## config.mk

```make
export PLATFORM = sky130hd
export DESIGN_NAME = mem_stage
export DESIGN_NICKNAME = d
export VERILOG_FILES = /design/src/rtl/mem_stage.sv
export SDC_FILE = /design/constraint.sdc
export NUM_CORES = 1
export LEC_CHECK = 0
export CAP_MARGIN = 15
export CORE_AREA = 2 2 123 173
export DETAILED_ROUTE_END_ITERATION = 12
export DIE_AREA = 0 0 125 175
export PLACE_DENSITY_LB_ADDON = 0.2
export SYNTH_ARGS = -nofsm -noshare
export SYNTH_HDL_FRONTEND = slang
export SYNTH_SLANG_ARGS = --single-unit
```

## constraint.sdc

```tcl
create_clock -name clk -period 8.77 [get_ports clk]
set_input_delay 1.754 -clock clk [delete_from_list [all_inputs] [get_ports clk]]
set_output_delay 1.754 -clock clk [all_outputs]
set_load 0.005 [all_outputs]
```

## src/rtl/mem_stage.sv

```systemverilog
// Pipeline memory stage: resolves branches, runs loads/stores over a req/ack
// data-memory port with timeout, and retires one result per bundle to writeback.
module mem_stage #(
  parameter int DATA_W  = 32,
  parameter int REG_W   = 5,
  parameter int TIMEOUT = 16
) (
  input  logic              clk,
  input  logic              rst,
  input  logic              ex_valid,
  output logic              ex_ready,
  input  logic [DATA_W-1:0] ex_pc_n,
  input  logic              ex_zero,
  input  logic [DATA_W-1:0] ex_alu_out,
  input  logic [DATA_W-1:0] ex_store_data,
  input  logic [REG_W-1:0]  ex_r_d,
  input  logic              ex_mem_read,
  input  logic              ex_mem_write,
  input  logic              ex_branch,
  input  logic              ex_reg_write,
  output logic              dm_req,
  output logic              dm_we,
  output logic [DATA_W-1:0] dm_addr,
  output logic [DATA_W-1:0] dm_wdata,
  input  logic              dm_ack,
  input  logic [DATA_W-1:0] dm_rdata,
  output logic              br_taken,
  output logic [DATA_W-1:0] br_target,
  output logic              wb_valid,
  input  logic              wb_ready,
  output logic [DATA_W-1:0] wb_data,
  output logic [REG_W-1:0]  wb_r_d,
  output logic              wb_reg_write,
  output logic              mem_err
);

  typedef enum logic [1:0] {IDLE, MEM_WAIT, WB_HOLD} state_t;

  localparam logic [7:0] TO_LAST = 8'(TIMEOUT - 1);

  state_t              r_state, r_next, w_acc_state;
  logic [7:0]          r_cnt;
  logic                r_we, r_br_taken, r_wb_we, r_err;
  logic [DATA_W-1:0]   r_addr, r_wdata, r_br_target, r_wb_data;
  logic [REG_W-1:0]    r_wb_rd;
  logic                w_accept, w_mem_op, w_misalign, w_bad_addr, w_timeout;

  assign ex_ready   = (r_state == IDLE) || (r_state == WB_HOLD && wb_ready);
  assign w_accept   = ex_valid && ex_ready;
  assign w_mem_op   = ex_mem_read || ex_mem_write;
  assign w_misalign = ex_alu_out[1:0] != 2'b00;
  assign w_bad_addr = w_mem_op && w_misalign;
  // An ack on the final allowed cycle still completes the access.
  assign w_timeout  = (r_state == MEM_WAIT) && !dm_ack && (r_cnt == TO_LAST);

  always_ff @(posedge clk or posedge rst) begin
    if (rst) r_state <= IDLE;
    else     r_state <= r_next;
  end

  always_comb begin
    w_acc_state = (w_mem_op && !w_misalign) ? MEM_WAIT : WB_HOLD;
    r_next      = r_state;
    case (r_state)
      IDLE:     if (w_accept) r_next = w_acc_state;
      MEM_WAIT: if (dm_ack || w_timeout) r_next = WB_HOLD;
      WB_HOLD: begin
        if (w_accept)      r_next = w_acc_state;
        else if (wb_ready) r_next = IDLE;
      end
      default:  r_next = IDLE;
    endcase
  end

  always_ff @(posedge clk or posedge rst) begin
    if (rst) begin
      r_cnt       <= '0;
      r_we        <= 1'b0;
      r_addr      <= '0;
      r_wdata     <= '0;
      r_br_taken  <= 1'b0;
      r_br_target <= '0;
      r_wb_data   <= '0;
      r_wb_rd     <= '0;
      r_wb_we     <= 1'b0;
      r_err       <= 1'b0;
    end else begin
      r_br_taken <= w_accept && ex_branch && ex_zero;
      if (w_accept && ex_branch && ex_zero) r_br_target <= ex_pc_n;
      r_cnt <= (r_state == MEM_WAIT && r_next == MEM_WAIT) ? r_cnt + 8'd1 : 8'd0;
      if (w_accept) begin
        r_wb_rd   <= ex_r_d;
        r_wb_we   <= ex_reg_write && (ex_r_d != '0) && !w_bad_addr;
        // Stores keep alu_out as their retired value; loads overwrite it on ack.
        r_wb_data <= w_bad_addr ? '0 : ex_alu_out;
        if (w_bad_addr) r_err <= 1'b1;
        if (w_mem_op && !w_misalign) begin
          r_addr  <= ex_alu_out;
          r_we    <= ex_mem_write;
          r_wdata <= ex_store_data;
        end
      end else if (r_state == MEM_WAIT) begin
        if (dm_ack) begin
          if (!r_we) r_wb_data <= dm_rdata;
        end else if (w_timeout) begin
          r_wb_data <= '0;
          r_wb_we   <= 1'b0;
          r_err     <= 1'b1;
        end
      end
    end
  end

  assign dm_req       = (r_state == MEM_WAIT);
  assign dm_we        = r_we;
  assign dm_addr      = r_addr;
  assign dm_wdata     = r_wdata;
  assign br_taken     = r_br_taken;
  assign br_target    = r_br_target;
  assign wb_valid     = (r_state == WB_HOLD);
  assign wb_data      = r_wb_data;
  assign wb_r_d       = r_wb_rd;
  assign wb_reg_write = r_wb_we;
  assign mem_err      = r_err;

endmodule

```

==> flow_summary.json, run 1 <==
{
  "place_hpwl_mm": 12.6,
  "post-cts-setup-buffers": 0,
  "yosysTopAreaCell": "dfrtp_1",
  "vias": 4369,
  "grt_usage": 0.157,
  "crit_fanout": 2,
  "first_global_vias": 4782,
  "end_kind": "output pin",
  "fmax_mhz": 216,
  "hold_path.class": "reg2reg",
  "post-route-period-util": 0.527,
  "synth_ff_type": "dfrtp_1",
  "async_flop_share": 1.00,
  "min_path_cells": 1,
  "nNetsFinal": 819,
  "yosys.area_share.simple": 0.0387,
  "maxSlewViolCount": 0,
  "multiInputGateArea_um2": 2230,
  "final_cell_area_um2": 9700,
  "peakVddDrop_mv": 0.0985,
  "yosys.area_share.xor_xnor": 0.00870,
  "place_inst": 912,
  "dieArea_um2": 21900,
  "postSynthCellCount": 392,
  "ys_seq_elements": 147,
  "htree_levels": 4,
  "slew_headroom": 0.219,
  "yosysMostFrequentCell": "dfrtp_1",
  "cts_hold_buffers": 0,
  "grt_pass1_wl_mm": 26.7,
  "drt_iter0_markers": 138,
  "clkSinkCount": 147,
  "grt_max_degree": 80,
  "yosysSeqAreaShare": 0.609,
  "ys_warn_count": 0,
  "cts_tree": "done",
  "tightest_slew_ns": 1.17,
  "hp-start": "r_cnt[0]",
  "numCtsBuffers": 17,
  "setup_tns_ns": 0,
  "hold_viol_final": 0,
  "synthToLayoutAreaGrowth_pct": 60.7,
  "start_kind": "input port",
  "fin_util": 0.477,
  "instances_no_fill": 944,
  "clock_latency_ns": 0.41,
  "synth_common_cells": "dfrtp_1 (147), mux2_2 (103), a22o_1 (32), mux2_4 (27), nor2_1 (14)",
  "ys_top_cells_by_area": "dfrtp_1 (61%), mux2_2 (19%), mux2_4 (6.7%), a22o_1 (4.6%), buf_6 (1.1%)",
  "ant_nets": 0,
  "rsz0062_at_grt": "no",
  "cts_resized": 0,
  "post-route-min-period_ns": 4.63,
  "antenna_found_initial": 0,
  "maxCapViolCount": 0,
  "power_density_nw_per_um2": 239,
  "r2r_start": "r_state[0]",
  "cts_max_path_buffers": 2,
  "place_congestion": 0.778,
  "worstReg2RegEnd": "dm_addr[22]",
  "wl_mm": 17.3,
  "rows": 62,
  "dpl-instance-area_um2": 9090,
  "synth_top_family_by_area": "multiplexers",
  "skew_ns": 0.00850,
  "die_width_um": 125,
  "viasPerCell": 4.63,
  "leakagePower_nw": 4.16,
  "port_buffers": 282,
  "drive_gt1_frac": 0.250,
  "n_fill_cell": 1795,
  "synth_area_um2": 6040,
  "cp.required_ns": 7.02,
  "grt_overflow": 0,
  "setup_viol": 0,
  "synth_top_area_frac": 0.609,
  "wire_per_inst_um": 18.3,
  "synth_nets": 536,
  "synth_edf_count": 0,
  "die_h_um": 175,
  "hold_path_end": "r_cnt[0]",
  "diodes": 0,
  "path_class": "in2out",
  "first_pass_iters": 4,
  "seqCellArea_um2": 3680,
  "initial_core_util": 0.297,
  "clk_pin_slew_ns": 0.06,
  "cts_root_buffer": "clkbuf_16",
  "core_area_um2": 20300,
  "synth_mux_area_frac": 0.263,
  "outcome": "finished clean",
  "r2r_cells": 4,
  "synth-compound-area-share": 0.0533,
  "r2r_slack_ns": 5.82,
  "synthAdderAreaFrac": 0.00207,
  "worstPathArrival_ns": 2.87,
  "postSynthAreaPerCell_um2": 15.4,
  "ios": 283,
  "synth_cell_types": 34,
  "drcViolationCount": 0
}
[metrics by stage]
stage               setup slack [ns]  power, mW  hold slack, ns
global placement                4.10       1.57           0.450
CTS                             4.14       2.35           0.479
floorplan                       3.06       1.14           0.433
global route                    4.10       2.43           0.512
detailed placement              4.03       1.59           0.463
finish                          4.14       2.32           0.479
[report_power, final]
part           leakage (nW)  internal [mW]  switching (mW)
logic                  2.06          0.460           0.189
clock network         0.294          0.465           0.288
registers              1.81          0.833          0.0838
[critical path, cell delays in order]
cell             delay, ns
clkdlybuf4s50_1       0.47
nor2_1                0.05
nor2_1                0.09
clkdlybuf4s50_1       0.51
[layout make-up]
class                   instances  area share
inverters                       3     0.00168
flip-flops and latches        147       0.379
clock buffers                  21      0.0474
multi-input cells             220       0.229
repair buffers                286       0.294
well taps                     256      0.0330
clock inverters                11      0.0155
[how the worst max path moves through the flow]
stage / endpoint / from
global placement: dm_addr[4] / ex_valid
global route: ex_ready / wb_ready
finish: ex_ready / wb_ready
floorplan: br_taken / rst
detailed placement: dm_addr[17] / ex_valid
CTS: ex_ready / wb_ready
[metal layers]
metal  vias to the layer above  GRT usage  part of all wire
met4                         0     0.0884             0.040
met1                      2194      0.170              0.37
li1                       1977          -                 -
met5                         -          0                 0
met3                        35     0.0377             0.046
met2                       163      0.280              0.54
[state kept, by name, indices dropped and copies added (netlist names)]
signal	cells
br_target	32
dm_addr	32
dm_wdata	32
wb_data	32
r_cnt	8
wb_r_d	5
r_state	2
br_taken	1
dm_we	1
mem_err	1
wb_reg_write	1
[logic make-up after synthesis]
family                   Yosys count
adder cells (fa/ha/maj)            1
AND/OR/NAND/NOR                   43
AO/OA/AOI/OAI                     38
flip-flops                       147
multiplexers                     132
buffers and inverters             25
XOR/XNOR                           6
[cells in the final DEF (no fill, tap or decap), types with 3 or more instances in the layout]
master	instances
inv_6	4
and2_1	3
bufinv_16	3
nand3_1	4
dfrtp_1	147
a22o_1	32
xnor2_1	4
clkbuf_16	17
mux2_4	27
nand2_1	6
clkdlybuf4s50_1	282
nor2_1	14
buf_4	4
mux2_2	103
Note: power is estimated with default switching activity, not from simulation.
==> run 2: changes to the inputs <==
- clock period: 8.77 -> 4.9 ns (I/O delays scaled with it)
==> flow_summary.json, run 2 (synthesized netlist as in run 1, its figures left out) <==
{
  "outcome": "finished clean",
  "diodes": 0,
  "post-route-min-period_ns": 3.29,
  "end_kind": "register",
  "power_density_nw_per_um2": 422,
  "internal-power_mw": 3.07,
  "maxSlewViolCount": 0,
  "wl_mm": 17.3,
  "worstReg2RegEnd": "dm_addr[8]",
  "clkSinkCount": 147,
  "hold_path_end": "r_cnt[0]",
  "place_hpwl_mm": 12.6,
  "drive_gt1_frac": 0.253,
  "r2r_cells": 5,
  "tightest_slew_ns": 1.12,
  "hold_path.class": "reg2reg",
  "rows": 62,
  "peakVddDrop_mv": 0.226,
  "switching_share": 0.249,
  "crit_fanout": 34,
  "min_path_cells": 1,
  "slew_headroom": 0.251,
  "n_fill_cell": 1820,
  "cts_root_buffer": "clkbuf_16",
  "wire_per_inst_um": 18.3,
  "vias": 4403,
  "ant_nets": 0,
  "cts_resized": 0,
  "grt_pass1_wl_mm": 27.0,
  "ios": 283,
  "viasPerCell": 4.66,
  "nNetsFinal": 821,
  "skew_ns": 0.0106,
  "path_class": "in2reg",
  "cp.required_ns": 5.19,
  "grt_overflow": 0,
  "pwr-share-seq": 0.400,
  "drt_iter0_markers": 165,
  "die_h_um": 175,
  "worstPathArrival_ns": 3.58,
  "numCtsBuffers": 17,
  "cts_max_path_buffers": 2,
  "leakagePower_nw": 4.14,
  "setup_viol": 0,
  "die_width_um": 125,
  "clkPwrFrac": 0.314,
  "final_common_cell": "clkdlybuf4s50_1",
  "final_cell_mix": "clkdlybuf4s50_1 (282), dfrtp_1 (147), mux2_2 (103), a22o_1 (32), mux2_4 (27)",
  "dieArea_um2": 21900,
  "grt_max_degree": 148,
  "multiInputGateArea_um2": 2220,
  "cts_hold_buffers": 0,
  "rsz0062_at_grt": "no",
  "fmax_mhz": 304,
  "hp-start": "r_cnt[0]",
  "start_kind": "input port",
  "clock_latency_ns": 0.42,
  "port_buffers": 282,
  "drcViolationCount": 0,
  "antenna_found_initial": 0,
  "instances_no_fill": 945,
  "seqCellArea_um2": 3680,
  "place_inst": 914,
  "power.switching_mw": 1.02,
  "core_area_um2": 20300,
  "post-cts-setup-buffers": 0,
  "r2r_start": "r_state[0]",
  "synthToLayoutAreaGrowth_pct": 60.5,
  "grt_usage": 0.159,
  "post-route-period-util": 0.672,
  "place_congestion": 0.792,
  "htree_levels": 4,
  "pwr-share-comb": 0.285,
  "setup_tns_ns": 0,
  "hold_viol_final": 0,
  "cts_tree": "done",
  "first_pass_iters": 4,
  "first_global_vias": 4764,
  "maxCapViolCount": 0,
  "initial_core_util": 0.297,
  "r2r_slack_ns": 2.20,
  "clk_pin_slew_ns": 0.06
}
## run 2: routing by layer
metal / wire length, µm / up-vias / global-route usage
met3: 828 / 30 / 0.0413
met5: 0 / - / 0
met2: 9730 / 155 / 0.296
li1: - / 1981 / -
met4: 550 / 0 / 0.0713
met1: 6220 / 2237 / 0.168
## run 2: worst max path at each step
stage	start	end	slack, ns	cells after the start
final	ex_valid	dm_addr[8]	1.61	6
after global routing	wb_ready	dm_addr[14]	1.54	6
after CTS	ex_valid	dm_addr[26]	1.63	6
after detailed placement	ex_valid	dm_addr[20]	1.18	6
after global placement	ex_valid	dm_addr[10]	1.21	6
after floorplan	rst	br_taken	2.07	1
## run 2: per-stage QoR
step / area (µm²) / power, mW / util / setup WS, ns / hold slack, ns
after CTS: 9690 / 4.15 / 0.477 / 1.63 / 0.462
after global routing: 9690 / 4.30 / 0.477 / 1.54 / 0.483
after floorplan: 6040 / 2.04 / - / 2.07 / 0.433
final: 9690 / 4.09 / 0.477 / 1.61 / 0.459
after global placement: 9110 / 2.82 / 0.448 / 1.21 / 0.447
after detailed placement: 9110 / 2.84 / 0.448 / 1.18 / 0.454
## run 2: layout make-up
class | count | area share
Tap cell | 256 | 0.0330
Multi-Input combinational cell | 220 | 0.229
Sequential cell | 147 | 0.379
Clock inverter | 13 | 0.0157
Inverter | 3 | 0.00155
Timing Repair Buffer | 288 | 0.297
Clock buffer | 18 | 0.0443
## run 2: worst max-delay path, stage by stage
cell,delay [ns]
clkdlybuf4s50_1,0.47
nor2b_2,0.19
nand2_1,0.08
buf_4,0.19
or4_2,1.15
mux2_4,0.48
## run 2: power by group through the flow
stage                     Clock, mW  Combinational (mW)  Sequential [mW]
final                          1.29                1.17             1.64
after CTS                      1.33                1.19             1.64
after global routing           1.39                1.24             1.68
after floorplan                   0               0.371             1.67
after detailed placement          0                1.18             1.66
after global placement            0                1.17             1.65
==> run 3: changes to the inputs <==
- clock period: 4.9 -> 3.3 ns (I/O delays scaled with it)
==> flow_summary.json, run 3 (synthesized netlist as in run 1, its figures left out) <==
{
  "post-cts-setup-buffers": 0,
  "cp.required_ns": 2.64,
  "cts_root_buffer": "clkbuf_16",
  "leakagePower_nw": 4.18,
  "drcViolationCount": 0,
  "tightest_slew_ns": 0.644,
  "multiInputGateArea_um2": 2220,
  "post-route-min-period_ns": 2.44,
  "ant_nets": 0,
  "end_kind": "output pin",
  "die_h_um": 175,
  "finalWorstSetupSlack_ns": 0.859,
  "hold_path.class": "reg2reg",
  "vias": 4372,
  "clock_latency_ns": 0.42,
  "first_pass_iters": 4,
  "n_fill_cell": 1839,
  "wl_mm": 17.4,
  "start_kind": "input port",
  "drt_iter0_markers": 170,
  "dieArea_um2": 21900,
  "setup_viol": 0,
  "nNetsFinal": 825,
  "preCtsSetupSlack_ns": 0.447,
  "grt_overflow": 0,
  "fmax_mhz": 410,
  "place_hpwl_mm": 13.0,
  "viasPerCell": 4.60,
  "final_common_cell": "clkdlybuf4s50_1",
  "final_cell_mix": "clkdlybuf4s50_1 (282), dfrtp_1 (147), mux2_2 (103), a22o_1 (32), mux2_4 (27)",
  "report.power.total_mw": 6.11,
  "min_path_cells": 1,
  "rows": 62,
  "first_global_vias": 4842,
  "slew_headroom": 0.570,
  "seqCellArea_um2": 3680,
  "grt_max_degree": 77,
  "clkSinkCount": 147,
  "die_width_um": 125,
  "clk_pin_slew_ns": 0.06,
  "worstPathArrival_ns": 1.78,
  "place_congestion": 0.850,
  "power_density_nw_per_um2": 627,
  "path_class": "in2out",
  "antenna_found_initial": 0,
  "cts_tree": "done",
  "cts_hold_buffers": 0,
  "outcome": "finished clean",
  "cts_resized": 0,
  "drive_gt1_frac": 0.258,
  "initial_core_util": 0.297,
  "cts_max_path_buffers": 2,
  "crit_fanout": 2,
  "ios": 283,
  "peakVddDrop_mv": 0.330,
  "synthToLayoutAreaGrowth_pct": 61.4,
  "maxSlewViolCount": 0,
  "wire_per_inst_um": 18.3,
  "rsz0062_at_grt": "no",
  "diodes": 0,
  "setup_tns_ns": 0,
  "post-route-period-util": 0.740,
  "core_area_um2": 20300,
  "grt_pass1_wl_mm": 27.4,
  "maxCapViolCount": 0,
  "port_buffers": 282,
  "r2r_cells": 5,
  "grt_usage": 0.162,
  "htree_levels": 4,
  "numCtsBuffers": 17,
  "hold_viol_final": 0,
  "skew_ns": 0.0133
}
==> run 3: cell types whose count changed in the layout (fill, tap and decap cells not counted) <==
cell,previous run,this run
buf_12,1,2
buf_4,5,8
clkinv_2,0,1
clkbuf_8,0,1
clkinvlp_4,6,5
==> run 3: power by group <==
group | total [mW] | switching, mW | internal [mW]
clock network | 1.94 | 0.797 | 1.15
registers | 2.43 | 0.219 | 2.21
logic | 1.74 | 0.509 | 1.23
==> run 3: final timing paths <==
| kind | start | to | slack (ns) |
|---|---|---|---|
| min in group asynchronous | rst | wb_r_d[3] | 0.68 |
| max in group asynchronous | rst | wb_data[14] | 1.80 |
| max | wb_ready | ex_ready | 0.86 |
| max reg2reg | r_state[0] | dm_addr[8] | 1.14 |
| min | mem_err | mem_err | 0.48 |
| min reg2reg | mem_err | mem_err | 0.48 |
==> run 3: layout make-up <==
type                       count  share of cell area
clock buffer                  19              0.0454
clock inverter                13              0.0154
inverter                       3             0.00154
multi-input combinational    220               0.228
sequential                   147               0.377
tap                          256              0.0329
timing repair buffer         292               0.300
==> run 3: critical path, stage by stage <==
cell and delay [ns]:
clkdlybuf4s50_1 0.48, nor2_1 0.05, nor2_1 0.08, clkdlybuf4s50_1 0.51
==> run 3: metrics by stage <==
| stage | area (µm²) | util | hold WS [ns] | std cells |
|---|---|---|---|---|
| floorplan | 6040 | - | 0.433 | 392 |
| global placement | 9160 | 0.450 | 0.445 | 918 |
| detailed placement | 9160 | 0.450 | 0.458 | 918 |
| CTS | 9750 | 0.480 | 0.486 | 950 |
| global route | 9750 | 0.480 | 0.520 | 950 |
| finish | 9750 | 0.480 | 0.485 | 950 |
==> run 3: metal layers <==
metal | share of wire | up-vias | global-route usage
met3 | 0.044 | 31 | 0.0377
met1 | 0.37 | 2189 | 0.172
met2 | 0.56 | 150 | 0.302
met4 | 0.029 | 0 | 0.0708
li1 | - | 2002 | -
met5 | 0 | - | 0
